$ cat src/rtl/fp_mul_pkg.sv
// fp_mul_pkg: shared types and helpers for the sequential floating-point multiplier.
//   state_t : control FSM states
//   cls_t   : operand classification codes
//   fp_bias : exponent bias for a given exponent width
//   fp_qnan : canonical quiet NaN (sign 0, exp all-ones, fraction MSB set) in the low bits
package fp_mul_pkg;

    typedef enum logic [2:0] {IDLE, UNPACK, MUL, ROUND, DONE} state_t;

    typedef enum logic [2:0] {ZERO, SUBN, NORM, INF, QNAN, SNAN} cls_t;

    function automatic int fp_bias(input int ew);
        return (1 << (ew - 1)) - 1;
    endfunction

    function automatic logic [127:0] fp_qnan(input int ew, input int mw);
        logic [127:0] r;
        r = '0;
        for (int i = 0; i < ew; i++) r[mw + i] = 1'b1;
        r[mw - 1] = 1'b1;
        return r;
    endfunction

endpackage

$ cat src/rtl/fp_mul_seq_lzc.sv
// fp_lzc: leading-zero counter.
//   a   : input vector (N bits)
//   cnt : number of zeros above the most significant set bit (N when a is zero)
module fp_lzc #(
    parameter int N  = 24,
    parameter int CW = $clog2(N + 1)
) (
    input  logic [N-1:0]  a,
    output logic [CW-1:0] cnt
);

    // Scanning upward lets the highest set bit win.
    always_comb begin
        cnt = CW'(N);
        for (int i = 0; i < N; i++) if (a[i]) cnt = CW'(N - 1 - i);
    end

endmodule

$ cat src/rtl/fp_mul_seq.sv
// fp_mul_seq: multi-cycle IEEE-754-style multiplier (shift-add, RNE, subnormals, flags).
//   i_clk, i_rst_n      : clock, asynchronous active-low reset
//   i_valid, o_ready    : operand handshake (o_ready high only when idle)
//   i_a, i_b            : operands
//   o_valid, i_ready    : result handshake (result held until consumed)
//   o_res               : product
//   o_overflow, o_underflow, o_invalid, o_inexact : exception flags for o_res
module fp_mul_seq
    import fp_mul_pkg::*;
#(
    parameter int EXP_W = 8,
    parameter int MAN_W = 23,
    localparam int W = 1 + EXP_W + MAN_W
) (
    input  logic         i_clk,
    input  logic         i_rst_n,
    input  logic         i_valid,
    output logic         o_ready,
    input  logic [W-1:0] i_a,
    input  logic [W-1:0] i_b,
    output logic         o_valid,
    input  logic         i_ready,
    output logic [W-1:0] o_res,
    output logic         o_overflow,
    output logic         o_underflow,
    output logic         o_invalid,
    output logic         o_inexact
);

    localparam int SW   = MAN_W + 1;
    localparam int PW   = 2 * SW;
    localparam int VW   = MAN_W + 3;
    localparam int LW   = $clog2(MAN_W + 2);
    localparam int CW   = $clog2(MAN_W + 1);
    localparam int XW   = EXP_W + LW + 3;
    localparam int BIAS = fp_bias(EXP_W);
    localparam logic signed [XW-1:0] EMIN = XW'(1 - BIAS);
    localparam logic signed [XW-1:0] EMAX = XW'((1 << EXP_W) - 1);
    localparam logic signed [XW-1:0] DMAX = XW'(VW);
    localparam logic [W-1:0]  QNAN_W  = W'(fp_qnan(EXP_W, MAN_W));
    localparam logic [PW-1:0] LO_MASK = (PW'(1) << (MAN_W - 2)) - PW'(1);

    state_t state, state_nx;
    logic [W-1:0] a_r, b_r, res_r;
    logic sign_r, ovf_r, unf_r, inv_r, inx_r;
    logic signed [XW-1:0] exp_r;
    logic [SW-1:0] ma_r, mb_r;
    logic [PW-1:0] prod_r;
    logic [CW-1:0] cnt_r;

    function automatic cls_t classify(input logic [W-1:0] x);
        logic [EXP_W-1:0] e;
        logic [MAN_W-1:0] f;
        e = x[W-2:MAN_W];
        f = x[MAN_W-1:0];
        if (e == '0) return (f == '0) ? ZERO : SUBN;
        if (e != '1) return NORM;
        if (f == '0) return INF;
        return f[MAN_W-1] ? QNAN : SNAN;
    endfunction

    // Unpack: classification and subnormal normalisation.
    logic [EXP_W-1:0] ea_f, eb_f;
    logic [SW-1:0] sig_a, sig_b;
    logic [LW-1:0] lza, lzb;
    logic signed [XW-1:0] ua, ub;
    cls_t ca, cb;
    logic sgn, sp_inv, sp_nan, sp_inf, special;
    logic [W-1:0] sp_res;

    assign ea_f  = a_r[W-2:MAN_W];
    assign eb_f  = b_r[W-2:MAN_W];
    assign sig_a = {|ea_f, a_r[MAN_W-1:0]};
    assign sig_b = {|eb_f, b_r[MAN_W-1:0]};
    assign ca    = classify(a_r);
    assign cb    = classify(b_r);
    assign sgn   = a_r[W-1] ^ b_r[W-1];

    fp_lzc #(.N(SW), .CW(LW)) u_lza (.a(sig_a), .cnt(lza));
    fp_lzc #(.N(SW), .CW(LW)) u_lzb (.a(sig_b), .cnt(lzb));

    // Subnormals carry exponent emin; the leading-zero count extends it below emin.
    assign ua = $signed(XW'(ea_f == '0 ? EXP_W'(1) : ea_f)) - $signed(XW'(BIAS)) - $signed(XW'(lza));
    assign ub = $signed(XW'(eb_f == '0 ? EXP_W'(1) : eb_f)) - $signed(XW'(BIAS)) - $signed(XW'(lzb));

    assign sp_inv  = ca == SNAN || cb == SNAN || (ca == INF && cb == ZERO) || (ca == ZERO && cb == INF);
    assign sp_nan  = sp_inv || ca == QNAN || cb == QNAN;
    assign sp_inf  = ca == INF || cb == INF;
    assign special = sp_nan || sp_inf || ca == ZERO || cb == ZERO;
    assign sp_res  = sp_nan ? QNAN_W : sp_inf ? {sgn, {EXP_W{1'b1}}, {MAN_W{1'b0}}} : {sgn, {(W-1){1'b0}}};

    // Round: normalise, denormalise when tiny, round to nearest even.
    logic top, tiny, st0, lost, g, rs, inc, ovf, inx;
    logic [PW-1:0] m;
    logic signed [XW-1:0] e_n, defc, dsh, bexp, fld;
    logic [VW-1:0] v, v_sh;
    logic [SW:0] sum;
    logic [MAN_W-1:0] frac;
    logic [W-1:0] rnd_res;

    always_comb begin
        top     = prod_r[PW-1];
        m       = top ? prod_r >> 1 : prod_r;
        e_n     = exp_r + $signed(XW'(top));
        tiny    = e_n < EMIN;
        defc    = EMIN - e_n;
        dsh     = !tiny ? '0 : (defc > DMAX ? DMAX : defc);
        v       = m[2*MAN_W -: VW];
        st0     = (top & prod_r[0]) | |(m & LO_MASK);
        v_sh    = v >> dsh;
        lost    = |(v & ~({VW{1'b1}} << dsh));
        g       = v_sh[1];
        rs      = v_sh[0] | st0 | lost;
        inc     = g & (rs | v_sh[2]);
        sum     = {1'b0, v_sh[VW-1:2]} + (SW+1)'(inc);
        bexp    = e_n + $signed(XW'(BIAS));
        // A tiny result becomes min-normal exactly when rounding sets the hidden bit.
        fld     = tiny ? $signed(XW'(sum[MAN_W])) : bexp + $signed(XW'(sum[SW]));
        frac    = sum[SW] ? '0 : sum[MAN_W-1:0];
        inx     = g | rs;
        ovf     = fld >= EMAX;
        rnd_res = ovf ? {sign_r, {EXP_W{1'b1}}, {MAN_W{1'b0}}} : {sign_r, fld[EXP_W-1:0], frac};
    end

    always_ff @(posedge i_clk or negedge i_rst_n) begin
        if (!i_rst_n) state <= IDLE;
        else state <= state_nx;
    end

    always_comb begin
        state_nx = state;
        case (state)
            IDLE:    state_nx = i_valid ? UNPACK : IDLE;
            UNPACK:  state_nx = special ? DONE : MUL;
            MUL:     state_nx = cnt_r == '0 ? ROUND : MUL;
            ROUND:   state_nx = DONE;
            DONE:    state_nx = (o_valid && i_ready) ? IDLE : DONE;
            default: state_nx = IDLE;
        endcase
    end

    always_comb o_ready = state == IDLE;

    always_ff @(posedge i_clk or negedge i_rst_n) begin
        if (!i_rst_n) begin
            a_r     <= '0;
            b_r     <= '0;
            sign_r  <= 1'b0;
            exp_r   <= '0;
            ma_r    <= '0;
            mb_r    <= '0;
            prod_r  <= '0;
            cnt_r   <= '0;
            res_r   <= '0;
            ovf_r   <= 1'b0;
            unf_r   <= 1'b0;
            inv_r   <= 1'b0;
            inx_r   <= 1'b0;
            o_valid <= 1'b0;
        end else begin
            case (state)
                IDLE: begin
                    if (i_valid) begin
                        a_r <= i_a;
                        b_r <= i_b;
                    end
                end
                UNPACK: begin
                    sign_r <= sgn;
                    exp_r  <= ua + ub;
                    ma_r   <= sig_a << lza;
                    mb_r   <= sig_b << lzb;
                    prod_r <= '0;
                    cnt_r  <= CW'(MAN_W);
                    if (special) begin
                        res_r <= sp_res;
                        ovf_r <= 1'b0;
                        unf_r <= 1'b0;
                        inv_r <= sp_inv;
                        inx_r <= 1'b0;
                    end
                end
                MUL: begin
                    // Multiplier bits consumed MSB first, so the partial product shifts left.
                    prod_r <= (prod_r << 1) + PW'(mb_r[cnt_r] ? ma_r : '0);
                    cnt_r  <= cnt_r - 1'b1;
                end
                ROUND: begin
                    res_r <= rnd_res;
                    ovf_r <= ovf;
                    unf_r <= tiny & inx;
                    inv_r <= 1'b0;
                    inx_r <= inx | ovf;
                end
                DONE:    o_valid <= o_valid ? !i_ready : 1'b1;
                default: o_valid <= 1'b0;
            endcase
        end
    end

    assign o_res       = res_r;
    assign o_overflow  = ovf_r;
    assign o_underflow = unf_r;
    assign o_invalid   = inv_r;
    assign o_inexact   = inx_r;

endmodule
$ cat config.mk
export PLATFORM = sky130hd
export DESIGN_NAME = fp_mul_seq
export DESIGN_NICKNAME = d
export VERILOG_FILES = /design/src/rtl/fp_mul_pkg.sv /design/src/rtl/fp_mul_seq_lzc.sv /design/src/rtl/fp_mul_seq.sv
export SDC_FILE = /design/constraint.sdc
export NUM_CORES = 1
export LEC_CHECK = 0
export CAP_MARGIN = 10
export CORE_MARGIN = 5
export CORE_UTILIZATION = 66
export DETAILED_ROUTE_END_ITERATION = 8
export DONT_BUFFER_PORTS = 1
export GPL_TIMING_DRIVEN = 0
export PLACE_DENSITY_LB_ADDON = 0.12
export SYNTH_ARGS = -nofsm -noshare
export SYNTH_HDL_FRONTEND = slang
export SYNTH_SLANG_ARGS = --single-unit
$ cat constraint.sdc
create_clock -name i_clk -period 9.2 [get_ports i_clk]
set_input_delay 1.38 -clock i_clk [delete_from_list [all_inputs] [get_ports i_clk]]
set_output_delay 1.38 -clock i_clk [all_outputs]
set_load 0.02 [all_outputs]
Yosys cells after proc, flatten, opt, wreduce, memory -nomap -nowiden
Index checks and enable logic that the tools add are counted.
Word-level totals
  register bits after elaboration: 222
  input port bits: 68
  output and inout bits: 38
  logic and storage cells: 196
Cells by class
  add/sub/neg operators: 12
  $lt $le $gt $ge: 4
  equality and inequality tests: 13
  shifts and indexed selects: 4
  multiplexer cells: 106
  bitwise operators: 12
  reduce and logical (&&, ||, !) cells: 30
Operators by type and width (number)
  5-bit 2-to-1 mux: 32
  48-bit case mux with 2 select lines: 1
  32-bit 2-to-1 mux: 2
  4-bit 2-to-1 mux: 16
  32-bit case mux with 2 select lines: 1
  31-bit 2-to-1 mux: 2
  48-bit by 24-bit adder with 48-bit output: 1
  16-bit 2-to-1 mux: 3
  24-bit by 5-bit << shifter with 24-bit output: 2
  47-bit 2-to-1 mux: 1
  23-bit logical NOT: 2
  3-bit 2-to-1 mux: 14
  16-bit by 2-bit adder with 16-bit output: 2
  26-bit bitwise AND: 1
  26-bit NOT: 1
  26-bit OR reduction: 1
  26-bit by 16-bit << shifter with 26-bit output (first input constant): 1
  26-bit by 16-bit >> shifter with 26-bit output: 1
  24-bit by 1-bit adder with 25-bit output: 1
  24-bit 2-to-1 mux: 1
  23-bit 2-to-1 mux: 1
  1-bit 2-to-1 mux: 22
  21-bit OR reduction: 1
  9-bit by 6-bit subtractor with 10-bit output: 2
  32 further kinds: 69

Logic depth before layout (Yosys ltp)
  depth in word-level cells: 26
  mapped depth: 39
  mapped depth without buffers: 34

Cells and area by module
From an unflattened synthesis, not the netlist that was laid out.
Unflattened totals
  cells, all modules: 2032
  area total of the unflattened synthesis: 17798.3 µm²
By module, submodules not included
  fp_mul_seq: times used 1, cells each 1936, area each 17267.8 µm², sequential area each 5430.2 µm²
  fp_lzc: times used 2, cells each 48, area each 265.3 µm², sequential area each 0.0 µm²

Worst setup path after synthesis
OpenSTA, ideal clock, no wires.
  kind: register to register
  start: register exp_r[0]
  end: register res_r[23] (netlist: o_res[23])
  library setup time: 0.135 ns
  arrival time: 6.719 ns
  data required time: 9.065 ns
  path slack: 2.346 ns
  stages on the path, launching flop included: 37
  buffers on the path: 4
  clock period less this slack: 6.854 ns
  cell sequence: dfrtp_1 > ha_1 > ha_1 > buf_6 > and4_1 > clkbuf_1 > a21o_1 > a32o_2 > a311o_1 > nand4bb_1 > a21oi_2 > a31o_4 > a21oi_2 > buf_2 > buf_2 > o211ai_1 > a21oi_1 > a211oi_1 > nor3_2 > ha_1 > inv_1 > nor2_1 > nand3_4 > nor2_1 > nand3_1 > ha_1 > ha_1 > a31oi_1 > nand3_1 > a211oi_1 > a21oi_1 > o22ai_1 > nor2_1 > a211oi_1 > o21ai_0 > o21ai_0 > o31ai_2
On the way
  word-level cells in the longest chain between the ends: 18
  elaborated cells on any way between the ends: 22
  classes of those cells: add/sub: 5; order compare: 3; shift: 2; mux: 5; bitwise: 6; reduce/logical: 1
Ends and longest elaborated chain
  start: declaration: RTL line fp_mul_seq.sv:46  | logic signed [XW-1:0] exp_r;
  start signal: assignment: RTL line fp_mul_seq.sv:170  | exp_r <= ua + ub;
  16-bit by 2-bit adder with 16-bit output (*): RTL line fp_mul_seq.sv:104  | e_n = exp_r + $signed(XW'(top));
  8-bit by 16-bit subtractor with 16-bit output: RTL line fp_mul_seq.sv:106  | defc = EMIN - e_n;
  16-bit by 6-bit greater-than comparator with 1-bit output: RTL line fp_mul_seq.sv:107  | dsh = !tiny ? '0 : (defc > DMAX ? DMAX : defc);
  16-bit 2-to-1 mux (2 in a row): RTL line fp_mul_seq.sv:107
  26-bit by 16-bit << shifter with 26-bit output: RTL line fp_mul_seq.sv:111  | lost = |(v & ~({VW{1'b1}} << dsh));
  26-bit NOT: RTL line fp_mul_seq.sv:111
  26-bit bitwise AND: RTL line fp_mul_seq.sv:111
  26-bit OR reduction: RTL line fp_mul_seq.sv:111
  1-bit bitwise OR: RTL line fp_mul_seq.sv:113  | rs = v_sh[0] | st0 | lost;
  1-bit bitwise OR: RTL line fp_mul_seq.sv:114  | inc = g & (rs | v_sh[2]);
  1-bit bitwise AND: RTL line fp_mul_seq.sv:114
  24-bit by 1-bit adder with 25-bit output: RTL line fp_mul_seq.sv:115  | sum = {1'b0, v_sh[VW-1:2]} + (SW+1)'(inc);
  16-bit by 2-bit adder with 16-bit output: RTL line fp_mul_seq.sv:118  | fld = tiny ? $signed(XW'(sum[MAN_W])) : bexp + $signed(XW'(sum[SW]));
  16-bit 2-to-1 mux (*): RTL line fp_mul_seq.sv:118
  16-bit by 9-bit greater-or-equal comparator with 1-bit output: RTL line fp_mul_seq.sv:121  | ovf = fld >= EMAX;
  31-bit 2-to-1 mux (*): RTL line fp_mul_seq.sv:122  | rnd_res = ovf ? {sign_r, {EXP_W{1'b1}}, {MAN_W{1'b0}}} : {sign_r, fld[EXP_W-1:0], frac};
  32-bit case mux with 2 select lines (*): RTL line fp_mul_seq.sv:161  | case (state)
  end signal: assignment: RTL line fp_mul_seq.sv:176  | res_r <= sp_res;
  end signal: assignment: RTL line fp_mul_seq.sv:189  | res_r <= rnd_res;
  end: declaration: RTL line fp_mul_seq.sv:44  | logic [W-1:0] a_r, b_r, res_r;
Mark *: on every way between the ends. The rest lies on a longest branch, timed or not.
A chain may end at the register's enable or synchronous reset.

Worst setup path in the final report
  start: register prod_r[47]
  end: register res_r[24] (netlist: o_res[24])
On the way
  word-level cells in the longest chain between the ends: 18
  elaborated cells on any way between the ends: 26
  classes of those cells: add/sub: 5; order compare: 3; shift: 2; mux: 6; bitwise: 8; reduce/logical: 2
Ends and longest elaborated chain
  start: declaration: RTL line fp_mul_seq.sv:48  | logic [PW-1:0] prod_r;
  start signal: assignment: RTL line fp_mul_seq.sv:185  | prod_r <= (prod_r << 1) + PW'(mb_r[cnt_r] ? ma_r : '0);
  16-bit by 2-bit adder with 16-bit output: RTL line fp_mul_seq.sv:104
  8-bit by 16-bit subtractor with 16-bit output: RTL line fp_mul_seq.sv:106
  16-bit by 6-bit greater-than comparator with 1-bit output: RTL line fp_mul_seq.sv:107
  16-bit 2-to-1 mux (2 in a row): RTL line fp_mul_seq.sv:107
  26-bit by 16-bit << shifter with 26-bit output: RTL line fp_mul_seq.sv:111
  26-bit NOT: RTL line fp_mul_seq.sv:111
  26-bit bitwise AND: RTL line fp_mul_seq.sv:111
  26-bit OR reduction: RTL line fp_mul_seq.sv:111
  1-bit bitwise OR: RTL line fp_mul_seq.sv:113
  1-bit bitwise OR: RTL line fp_mul_seq.sv:114
  1-bit bitwise AND: RTL line fp_mul_seq.sv:114
  24-bit by 1-bit adder with 25-bit output: RTL line fp_mul_seq.sv:115
  16-bit by 2-bit adder with 16-bit output: RTL line fp_mul_seq.sv:118
  16-bit 2-to-1 mux (*): RTL line fp_mul_seq.sv:118
  16-bit by 9-bit greater-or-equal comparator with 1-bit output: RTL line fp_mul_seq.sv:121
  31-bit 2-to-1 mux (*): RTL line fp_mul_seq.sv:122
  32-bit case mux with 2 select lines (*): RTL line fp_mul_seq.sv:161
Marks and branches as above.

==> impl_metrics.csv <==
group,metric,value,unit
run_status,status,"finished, final reports clean",
placement,place_congestion,1.07,
clock_network,tritoncts_clock_tree,"done",
clock_network,cts.repair_timing.setup_buffer_count,0,
sta,timing.fmax,0.117,GHz
placement,port_buffer_count,0,
cells_and_area,layout.core_utilization,0.713,
critical_path,critPathMaxFanout,10,
die,num_rows,59,
synth,dominant_register_cell_in_the_synthesized_netlist,"sky130_fd_sc_hd__dfrtp_1",
die,io_pins,106,
clock_network,cts.sinks,217,
grt,number_of_antenna_violations_at_the_first_check_in_global_routing,1,
grt,overflow,0,
clock_network,library_cell_used_as_clock_root_buffer,"sky130_fd_sc_hd__clkbuf_16",
critical_path,most_used_cell_cp,"sky130_fd_sc_hd__ha_1",
cells_and_area,nFillCells,1975,
grt,groute.usage.overall,0.369,
sta,setup_total_negative_slack,0,ns
sta,finClkSkew,0.0203,ns
route,first_iter_violations,1687,
critical_path,endpoint_kind,"register",
synth,synth.cell_area,17300,um^2
synth,synth.lib_cells_used.distinct,102,
synth,seq_area_frac_synth,0.315,
critical_path,timing.critical_path.arrival,8.99,ns
grt,global_route_wire_length_before_repair,87400,um
worst_hold_path,worstHoldPathType,"register to register",
cells_and_area,multi_input_comb_area,11100,um^2
sta,setup_repair_after_global_routing_missed_its_margin,"false",
synth,syn-mean-instance-area,8.41,um^2
synth,ys_ff_latch,217,
grt,number_of_global_route_vias_before_repair,16200,
synth,postSynthNetCount,2178,
sta,timing_max_transition_violations_final,0,
critical_path,crit_required,9.62,ns
route,postRouteWirelength,54700,um
sta,layout_worst_path_cycle_share,0.932,
synth,yosys_warnings,0,
die,die-width,172,um
sta,finalHoldViolations,0,
die,chipHeight,172,um
cells_and_area,drive_gt1_frac,0.0964,
route,num_vias,16500,
sta,worst_slew_margin_rel,0.247,
sta,final.min_clock_period,8.57,ns
die,core-area,25900,um^2
synth,synth_edf_count,0,
clock_network,clock_tree.htree_level_count,1,
sta,worst_pin_slew,1.12,ns
route,post_drt_wl_per_cell,22.5,um
synth,postSynth.asyncResetShare,1.00,
die,die_area,29500,um^2
power,p_leak,7.80,nW
critical_path,timing_worst_setup_path_type,"register to register",
clock_network,clk_pin_slew,0.06,ns
route,drc,0,
clock_network,clk_latency,0.54,ns
cells_and_area,area_growth_syn_to_layout,7.04,%
synth,netlist_instances,2052,
sta,setup_violations,0,
power,vdd_drop_max,0.281,mV
clock_network,cts.path.max_buffers,3,
run,max_cap_violations,0,
cells_and_area,ff_latch_area,5430,um^2
die,initial_utilization,0.666,
critical_path,worst_path_largest_cell_delay,0.55,ns
cells_and_area,nNetsFinal,2205,
critical_path,critical_path.startpoint_type,"register",
clock_network,tritoncts.num_buffers,25,
power,power_density,365,nW/um^2
grt,largest_net_degree_at_the_start_of_global_routing,218,
critical_path,crit_slowest_cell,"sky130_fd_sc_hd__clkbuf_1",
route,drtPass1Iterations,6,
route,post_route_antenna_net_violation_count,0,
placement,dp.final_hpwl,41100,um
route,route.detailed.vias_per_inst,6.80,
where the power goes:
part	total, W	internal (W)	switching, W
Clock	0.000967	0.000553	0.000414
Combinational	0.00395	0.00154	0.00240
Sequential	0.00182	0.00134	0.000478
synth_stat cells (all sizes together), types with 29 or more instances:
| cell type | n | area (um^2) |
|---|---|---|
| a211oi | 34 | 265 |
| a21oi | 138 | 706 |
| buf | 32 | 185 |
| mux2i | 90 | 901 |
| o21ai | 187 | 936 |
| nor2b | 47 | 294 |
| mux2 | 78 | 878 |
| nand3 | 46 | 255 |
| nor3 | 42 | 230 |
| clkbuf | 83 | 313 |
| ha | 46 | 576 |
| nor2 | 177 | 674 |
| dfrtp | 217 | 5430 |
| nand2 | 267 | 1020 |
| and3 | 29 | 181 |
| xnor2 | 79 | 699 |
| inv | 56 | 210 |
| xor2 | 29 | 254 |
area by class of cell:
type                    count  area share
clock inverters            14     0.00610
plain buffers             115      0.0270
diodes                      1    0.000136
well taps                 335      0.0227
multi-input cells        1663       0.602
flip-flops and latches    217       0.294
clock buffers              30      0.0365
inverters                  57      0.0116
per-stage QoR:
stage	instances	hold WS (ns)	area, um^2	total power [W]	setup WS (ns)
floorplan	2052	0.431	17300	0.00460	2.35
global placement	2387	0.452	17700	0.00544	0.676
detailed placement	2387	0.465	17700	0.00562	0.480
CTS	2431	0.480	18500	0.00663	0.480
global route	2432	0.494	18500	0.00719	0.188
finish	2432	0.478	18500	0.00674	0.630
critical path, delay by kind of cell, from the launching register on:
kind                       cells  cell delay, ns
AOI/OAI and AO/OA             10            2.44
adders and majority gates      5            1.38
buffers and inverters          6            2.09
DFF                            1            0.49
and+or+nand+nor                9            2.06
flip-flops by register name, indices dropped and copies added (netlist names):
signal	count
o_invalid	1
o_overflow	1
a_r	32
prod_r	48
sign_r	1
b_r	32
o_res	32
o_inexact	1
ma_r	24
mb_r	24
cnt_r	5
o_valid	1
exp_r	11
state	3
o_underflow	1
cells in the final DEF, fill, tap and decap left out, types with 35 or more instances in the layout:
master                       n
sky130_fd_sc_hd__nor2_1    173
sky130_fd_sc_hd__mux2i_1    90
sky130_fd_sc_hd__nor3_1     38
sky130_fd_sc_hd__mux2_2     78
sky130_fd_sc_hd__clkbuf_1   84
sky130_fd_sc_hd__nand3_1    44
sky130_fd_sc_hd__ha_1       46
sky130_fd_sc_hd__a21oi_1   134
sky130_fd_sc_hd__o21ai_0   152
sky130_fd_sc_hd__nand2_1   263
sky130_fd_sc_hd__xnor2_1    78
sky130_fd_sc_hd__nor2b_1    47
sky130_fd_sc_hd__dfrtp_1   217
sky130_fd_sc_hd__inv_1      54
sky130_fd_sc_hd__o21ai_1    35
layer usage:
metal  global-route usage  wire length [um]
met1                0.462             21300
met2                0.637             26300
met3               0.0501              4060
met4                0.166              2990
met5                    0                 0
cells by family after synthesis:
group / Yosys count / synth area share
compound gates: 610 / 0.231
mux: 175 / 0.112
simple gates: 711 / 0.198
buf+inv: 172 / 0.0413
fa+ha+maj: 59 / 0.0479
xor+xnor: 108 / 0.0553
flops: 217 / 0.315
timing repair:
| action | in CTS | in global routing |
|---|---|---|
| setup endpoints to repair | 0 | 4 |
| gates resized for setup | 0 | 1 |
| hold buffers | 0 | 0 |
final timing paths:
path,start,slack [ns],to,cells past startpoint
max in group asynchronous,i_rst_n,8.28,prod_r[32]$_DFFE_PN0P_,0
hold / removal,ma_r[6]$_DFFE_PN0P_,0.48,ma_r[6]$_DFFE_PN0P_,2
setup / recovery,prod_r[47]$_DFFE_PN0P_,0.63,o_res[24]$_DFFE_PN0P_,30
hold reg to reg,ma_r[6]$_DFFE_PN0P_,0.48,ma_r[6]$_DFFE_PN0P_,2
setup reg to reg,prod_r[47]$_DFFE_PN0P_,0.63,o_res[24]$_DFFE_PN0P_,30
min in group asynchronous,i_rst_n,0.53,o_res[10]$_DFFE_PN0P_,0
(Power assumes the default switching activity.)
